$ cat config.mk
export PLATFORM = sky130hd
export DESIGN_NAME = adc_trigger_sequencer
export DESIGN_NICKNAME = d
export VERILOG_FILES = /design/src/rtl/adc_trigger_seq_pkg.sv /design/src/rtl/adc_trigger_sequencer_qualifier.sv /design/src/rtl/adc_trigger_sequencer.sv
export SDC_FILE = /design/constraint.sdc
export NUM_CORES = 1
export LEC_CHECK = 0
export CELL_PAD_IN_SITES_DETAIL_PLACEMENT = 0
export CELL_PAD_IN_SITES_GLOBAL_PLACEMENT = 1
export CORE_ASPECT_RATIO = 0.8
export CORE_MARGIN = 3
export CORE_UTILIZATION = 46
export DETAILED_ROUTE_END_ITERATION = 10
export DONT_BUFFER_PORTS = 1
export PLACE_DENSITY = 0.82
export RECOVER_POWER = 50
export SLEW_MARGIN = 20
export SYNTH_ARGS = -nofsm -noshare
export SYNTH_HDL_FRONTEND = slang
export SYNTH_HIERARCHICAL = 1
export SYNTH_SLANG_ARGS = --single-unit
$ cat constraint.sdc
create_clock -name adcClk -period 3.4 [get_ports adcClk]
set_input_delay 0.34 -clock adcClk [delete_from_list [all_inputs] [get_ports adcClk]]
set_output_delay 0.34 -clock adcClk [all_outputs]
set_load 0.01 [all_outputs]
$ cat src/rtl/adc_trigger_seq_pkg.sv
// Shared state encoding and default widths for the ADC trigger sequencer.
package adc_trigger_seq_pkg;

  localparam int STATE_W = 3;

  typedef logic [STATE_W-1:0] state_t;

  localparam logic [STATE_W-1:0] ST_IDLE    = 3'd0;
  localparam logic [STATE_W-1:0] ST_FILL    = 3'd1;
  localparam logic [STATE_W-1:0] ST_ARMED   = 3'd2;
  localparam logic [STATE_W-1:0] ST_POST    = 3'd3;
  localparam logic [STATE_W-1:0] ST_HOLDOFF = 3'd4;

  // Encodings 5-7 are never entered deliberately; fall back here if seen.
  localparam logic [STATE_W-1:0] ST_RECOVER = ST_IDLE;

  localparam int DEFAULT_COUNT_WIDTH      = 16;
  localparam int DEFAULT_TRIG_COUNT_WIDTH = 32;
  localparam int DEFAULT_QUALIFY_COUNT    = 3;

endpackage

$ cat src/rtl/adc_trigger_sequencer_qualifier.sv
// Trigger qualifier: with ADC_TRIGGER_QUALIFY_EN a trigger needs QUALIFY_COUNT consecutive
// valid exceeding samples while armed; otherwise any valid exceeding sample qualifies.
module adc_trigger_qualifier #(
  parameter int QUALIFY_COUNT = 3
) (
  input  logic adcClk,
  input  logic adcReset,
  input  logic clear,
  input  logic armed,
  input  logic valid,
  input  logic exceeds,
  output logic trigger
);

`ifdef ADC_TRIGGER_QUALIFY_EN
  localparam int RUN_W = $clog2(QUALIFY_COUNT + 1);
  localparam logic [RUN_W-1:0] RUN_LAST = RUN_W'(QUALIFY_COUNT - 1);

  logic [RUN_W-1:0] run;

  // Invalid cycles hold the run; only a valid sample with the flag clear breaks it.
  always_ff @(posedge adcClk) begin
    if (adcReset || clear || !armed) begin
      run <= '0;
    end else if (valid) begin
      if (!exceeds) begin
        run <= '0;
      end else if (run != RUN_LAST) begin
        run <= run + RUN_W'(1);
      end
    end
  end

  assign trigger = armed && valid && exceeds && (run == RUN_LAST);
`else
  logic unused_qual;
  assign unused_qual = ^{adcClk, adcReset, clear, 32'(QUALIFY_COUNT)};

  assign trigger = armed && valid && exceeds;
`endif

endmodule

$ cat src/rtl/adc_trigger_sequencer.sv
// Single-pass ADC capture sequencer: pre-trigger fill, armed wait, post-trigger capture, holdoff.
// Define ADC_TRIGGER_QUALIFY_EN to require QUALIFY_COUNT consecutive exceedances per trigger.
//
// state   | meaning
// IDLE    | waiting for adcArm
// FILL    | writing pre-trigger history
// ARMED   | history keeps writing, waiting for the trigger sample
// POST    | capturing post-trigger samples
// HOLDOFF | ignoring samples before the next re-fill
module adc_trigger_sequencer
  import adc_trigger_seq_pkg::*;
#(
  parameter int COUNT_WIDTH      = DEFAULT_COUNT_WIDTH,
  parameter int TRIG_COUNT_WIDTH = DEFAULT_TRIG_COUNT_WIDTH,
  parameter int QUALIFY_COUNT    = DEFAULT_QUALIFY_COUNT
) (
  input  logic                        adcClk,
  input  logic                        adcReset,
  input  logic                        adcArm,
  input  logic                        adcAbort,
  input  logic                        adcAutoRearm,
  input  logic [COUNT_WIDTH-1:0]      adcPretrigSamples,
  input  logic [COUNT_WIDTH-1:0]      adcPosttrigSamples,
  input  logic [COUNT_WIDTH-1:0]      adcHoldoffSamples,
  input  logic                        adcValid,
  input  logic                        adcExceedsThreshold,
  output logic                        adcCaptureEnable,
  output logic                        adcTriggerMarker,
  output logic                        adcCaptureDone,
  output logic                        adcBusy,
  output logic [STATE_W-1:0]          adcState,
  output logic [TRIG_COUNT_WIDTH-1:0] adcTriggerCount
);

  state_t                 state, state_nxt;
  logic [COUNT_WIDTH-1:0] remain, remain_nxt;
  logic [COUNT_WIDTH-1:0] post_lat, post_nxt;
  logic [COUNT_WIDTH-1:0] hold_lat, hold_nxt;
  logic                   en_nxt, marker_nxt, done_nxt, trig_inc;
  logic                   post_exit, refill, qual_trig;

  adc_trigger_qualifier #(
    .QUALIFY_COUNT(QUALIFY_COUNT)
  ) u_qualifier (
    .adcClk  (adcClk),
    .adcReset(adcReset),
    .clear   (adcAbort),
    .armed   (state == ST_ARMED),
    .valid   (adcValid),
    .exceeds (adcExceedsThreshold),
    .trigger (qual_trig)
  );

  // remain is a down-counter of valid samples left in the current phase.
  always_comb begin
    state_nxt  = state;
    remain_nxt = remain;
    post_nxt   = post_lat;
    hold_nxt   = hold_lat;
    en_nxt     = 1'b0;
    marker_nxt = 1'b0;
    done_nxt   = 1'b0;
    trig_inc   = 1'b0;
    post_exit  = 1'b0;
    refill     = 1'b0;

    case (state)
      ST_IDLE: begin
        refill = adcArm;
      end
      ST_FILL: begin
        en_nxt = adcValid;
        if (adcValid) begin
          if (remain == COUNT_WIDTH'(1)) state_nxt = ST_ARMED;
          remain_nxt = remain - COUNT_WIDTH'(1);
        end
      end
      ST_ARMED: begin
        en_nxt = adcValid;
        if (qual_trig) begin
          marker_nxt = 1'b1;
          trig_inc   = 1'b1;
          if (post_lat != '0) begin
            state_nxt  = ST_POST;
            remain_nxt = post_lat;
          end else begin
            done_nxt  = 1'b1;
            post_exit = 1'b1;
          end
        end
      end
      ST_POST: begin
        en_nxt = adcValid;
        if (adcValid) begin
          if (remain == COUNT_WIDTH'(1)) begin
            done_nxt  = 1'b1;
            post_exit = 1'b1;
          end
          remain_nxt = remain - COUNT_WIDTH'(1);
        end
      end
      ST_HOLDOFF: begin
        if (adcValid) begin
          if (remain == COUNT_WIDTH'(1)) refill = 1'b1;
          remain_nxt = remain - COUNT_WIDTH'(1);
        end
      end
      default: begin
        state_nxt = ST_RECOVER;
      end
    endcase

    if (post_exit) begin
      if (!adcAutoRearm) begin
        state_nxt = ST_IDLE;
      end else if (hold_lat != '0) begin
        state_nxt  = ST_HOLDOFF;
        remain_nxt = hold_lat;
      end else begin
        refill = 1'b1;
      end
    end

    // Counts are sampled only here: on arm and at every re-fill.
    if (refill) begin
      post_nxt   = adcPosttrigSamples;
      hold_nxt   = adcHoldoffSamples;
      remain_nxt = adcPretrigSamples;
      state_nxt  = (adcPretrigSamples != '0) ? ST_FILL : ST_ARMED;
    end

    if (adcAbort) begin
      state_nxt  = ST_IDLE;
      en_nxt     = 1'b0;
      marker_nxt = 1'b0;
      done_nxt   = 1'b0;
      trig_inc   = 1'b0;
    end
  end

  always_ff @(posedge adcClk) begin
    if (adcReset) begin
      state            <= ST_IDLE;
      remain           <= '0;
      post_lat         <= '0;
      hold_lat         <= '0;
      adcCaptureEnable <= 1'b0;
      adcTriggerMarker <= 1'b0;
      adcCaptureDone   <= 1'b0;
      adcBusy          <= 1'b0;
      adcTriggerCount  <= '0;
    end else begin
      state            <= state_nxt;
      remain           <= remain_nxt;
      post_lat         <= post_nxt;
      hold_lat         <= hold_nxt;
      adcCaptureEnable <= en_nxt;
      adcTriggerMarker <= marker_nxt;
      adcCaptureDone   <= done_nxt;
      adcBusy          <= (state_nxt != ST_IDLE);
      if (trig_inc) adcTriggerCount <= adcTriggerCount + TRIG_COUNT_WIDTH'(1);
    end
  end

  assign adcState = state;

endmodule

==> results.toml <==
[route]
drtAntennaViolNets = 0
vias = 3983
drt-wirelength-per-cell_um = 19.2
drt_wl_total_um = 12300
vias_per_cell = 6.21
drc_errors = 0
drtIter0Drc = 275
drt_first_pass_iters = 5

[global_routing]
grt_usage = 0.232
grt_pass1_vias = 3642
antenna_found_initial = 0
grt_max_degree = 82
grt_pass1_wl_um = 19500
grt_remaining_overflow = 0

[clock_tree]
path_clk_slew_ns = 0.07
cts_inserted_buffers = 9
cts-resized-gates = 0
clockRootBuffer = "clkbuf_16"
tritoncts = "yes"
insertion_delay_ns = 0.34
h-tree-depth = 3
clock_path_buffers = 2
cts.sinks = 87
post_cts_buffers = 0
hold_buffers = 0

[floorplan]
pin_count = 94
start_util = 0.491
dieWidth_um = 114
die_y_um = 92.6
rows = 30
die_area_mm2 = 0.0106
fp.coreArea_mm2 = 0.00878

[critical_path]
critPathMaxFanout = 20
slowest_delay_ns = 0.57
path_buf_inv = 2
startpoint_type = "register"
path_class = "reg -> reg"
critPathArrivalTime_ns = 3.30
worstPathCellList = "inv_1 -> ha_1 -> or4b_2 -> and4bb_1 -> a22o_1 -> a22o_2 -> buf_4 -> a211oi_1 -> a32o_1"
crit_family = "compound AO/OA/AOI/OAI gates"
cp_slowest_cell = "or4b_2"
ff2ff_setup_slack_ns = 0.34
crit_path_end_kind = "register"
critPathRequiredTime_ns = 3.63

[timing]
finalSetupViolCount = 0
max_freq_ghz = 0.327
hold_viol = 0
drv_slew = 0
slew_headroom = 0.495
fin_skew_ns = 0.0106
worst_pin_slew_ns = 0.757
hold_ws_ns = 0.0563
rsz0062_at_grt = "no"
fin_crit_ns = 3.06
period_share = 0.900
finalSetupTns_ns = 0

[logic_synthesis]
yosys.area_share.simple = 0.290
synth_compound_area_frac = 0.190
synth_top_family_by_area = "simple AND/OR/NAND/NOR gates"
synth-xor-area-share = 0.0548
yosysSeqAreaShare = 0.404
synth_cell_types = 58
syn_area_per_cell_um2 = 8.06
synth_area_mm2 = 0.00431
synth-edff-count = 0
synth_warnings = 6
ys_seq_elements = 87
async_flop_share = 0
synth.net_count = 593
synthMuxAreaShare = 0.00348
netlist_instances = 535
synth_fa_ha_area_frac = 0.00870
ys.flop_type = "dfxtp_1"

[power_and_ir_drop]
switching_share = 0.247
power.density_mw_per_mm2 = 486
internal-power_mw = 1.70
p_comb_frac = 0.070
clkPwrFrac = 0.443
leakage_nw = 1.63
p_seq_frac = 0.486
finalPower_mw = 2.26
p_sw_mw = 0.558
ir_drop_mv = 0.352

[run_status]
status = "complete, no violations"

[cells_and_area]
layout.nets = 582
syn_to_final_growth_pct = 7.71
antenna_cells = 0
final_cell_mix = "87 x dfxtp_1, 85 x nand2_1, 60 x nor2_1"
drive_gt1_frac = 0.0624
layout_commonest_cell = "dfxtp_1"

[placed_design]
place_hpwl_um = 8880
routabilityCongestion = 0.928
port_buffers = 0

[flow_run]
maxCapViolations = 0

[min_path]
hold_class = "in -> reg"
==> synth_stat cells (4+ instances only) <==
cell        n  share of area
nor3_1      6         0.0070
o41ai_1    12          0.024
a21oi_1    51          0.059
dfxtp_1    87           0.40
and3_1      9          0.013
nor3b_1     4         0.0070
clkbuf_1   19          0.017
nor4_1     13          0.019
xor2_1     15          0.030
o21ai_0    19          0.022
buf_2       6         0.0070
xnor2_1    12          0.024
nor2_1     60          0.052
nor2b_1     5         0.0073
nand2_1    85          0.074
buf_6       4          0.010
a2111oi_0   6          0.012
nand3_1    19          0.022
nand4_1    16          0.023
a22oi_1     4         0.0070
or3_1       9          0.013
nand2b_1    4         0.0058
inv_1      12          0.010
==> per-stage QoR <==
| stage | util | setup slack (ns) | area (µm²) | instances |
|---|---|---|---|---|
| 3_3_place_gp | 0.497 | 0.640 | 4370 | 625 |
| 3_5_place_dp | 0.497 | 0.565 | 4370 | 625 |
| 4_1_cts | 0.532 | 0.536 | 4670 | 641 |
| 2_1_floorplan | - | 0.709 | 4310 | 535 |
| 5_1_grt | 0.529 | 0.173 | 4650 | 641 |
| 6_report | 0.529 | 0.339 | 4650 | 641 |
==> sequential cells by signal (all words and copies together) (netlist names) <==
signal / cells
adcTriggerMarker: 1
adcTriggerCount: 32
remain: 16
adcCaptureEnable: 1
post_lat: 16
adcBusy: 1
adcState: 3
adcCaptureDone: 1
hold_lat: 16
==> power groups by stage <==
stage	sequential, mW	combinational [mW]	clock, mW
final	1.10	0.159	1.00
after detailed placement	1.12	0.158	0
after CTS	1.10	0.160	1.02
after floorplan	1.10	0.146	0
after global placement	1.12	0.155	0
after global routing	1.10	0.178	1.07
==> cell families (layout without fill, tap and decap cells) <==
group                    Yosys count  in the layout
AO/OA/AOI/OAI                    122            122
XOR/XNOR                          27             27
adder cells (fa/ha/maj)            3              3
buffers and inverters             44             38
flip-flops                        87             87
multiplexers                       1              1
AND/OR/NAND/NOR                  251            251
==> worst paths after layout <==
kind,startpoint,to,cells past startpoint
max,remain[1],remain[15],9
min,adcReset,hold_lat[2],1
max reg2reg,remain[1],remain[15],9
min reg2reg,post_lat[9],post_lat[9],2
==> per-layer routing <==
metal  wire length, µm  global-route usage  share of wire  vias to the layer above
met5                 0                   0              0                        -
met4               121              0.0603         0.0099                        0
met3              1230              0.0823           0.10                       12
met2              4960               0.309           0.40                      171
met1              5960               0.348           0.49                     1890
li1                  -                   -              -                     1910
==> area by class of cell <==
| class | instances | area [µm²] |
|---|---|---|
| clock inverters | 7 | 78.8 |
| repair buffers | 10 | 68.8 |
| flip-flops and latches | 87 | 1740 |
| well taps | 112 | 140 |
| fillers | 887 | 4140 |
| clock buffers | 9 | 225 |
| inverters | 12 | 45.0 |
| multi-input cells | 404 | 2350 |
(Power assumes the default switching activity.)
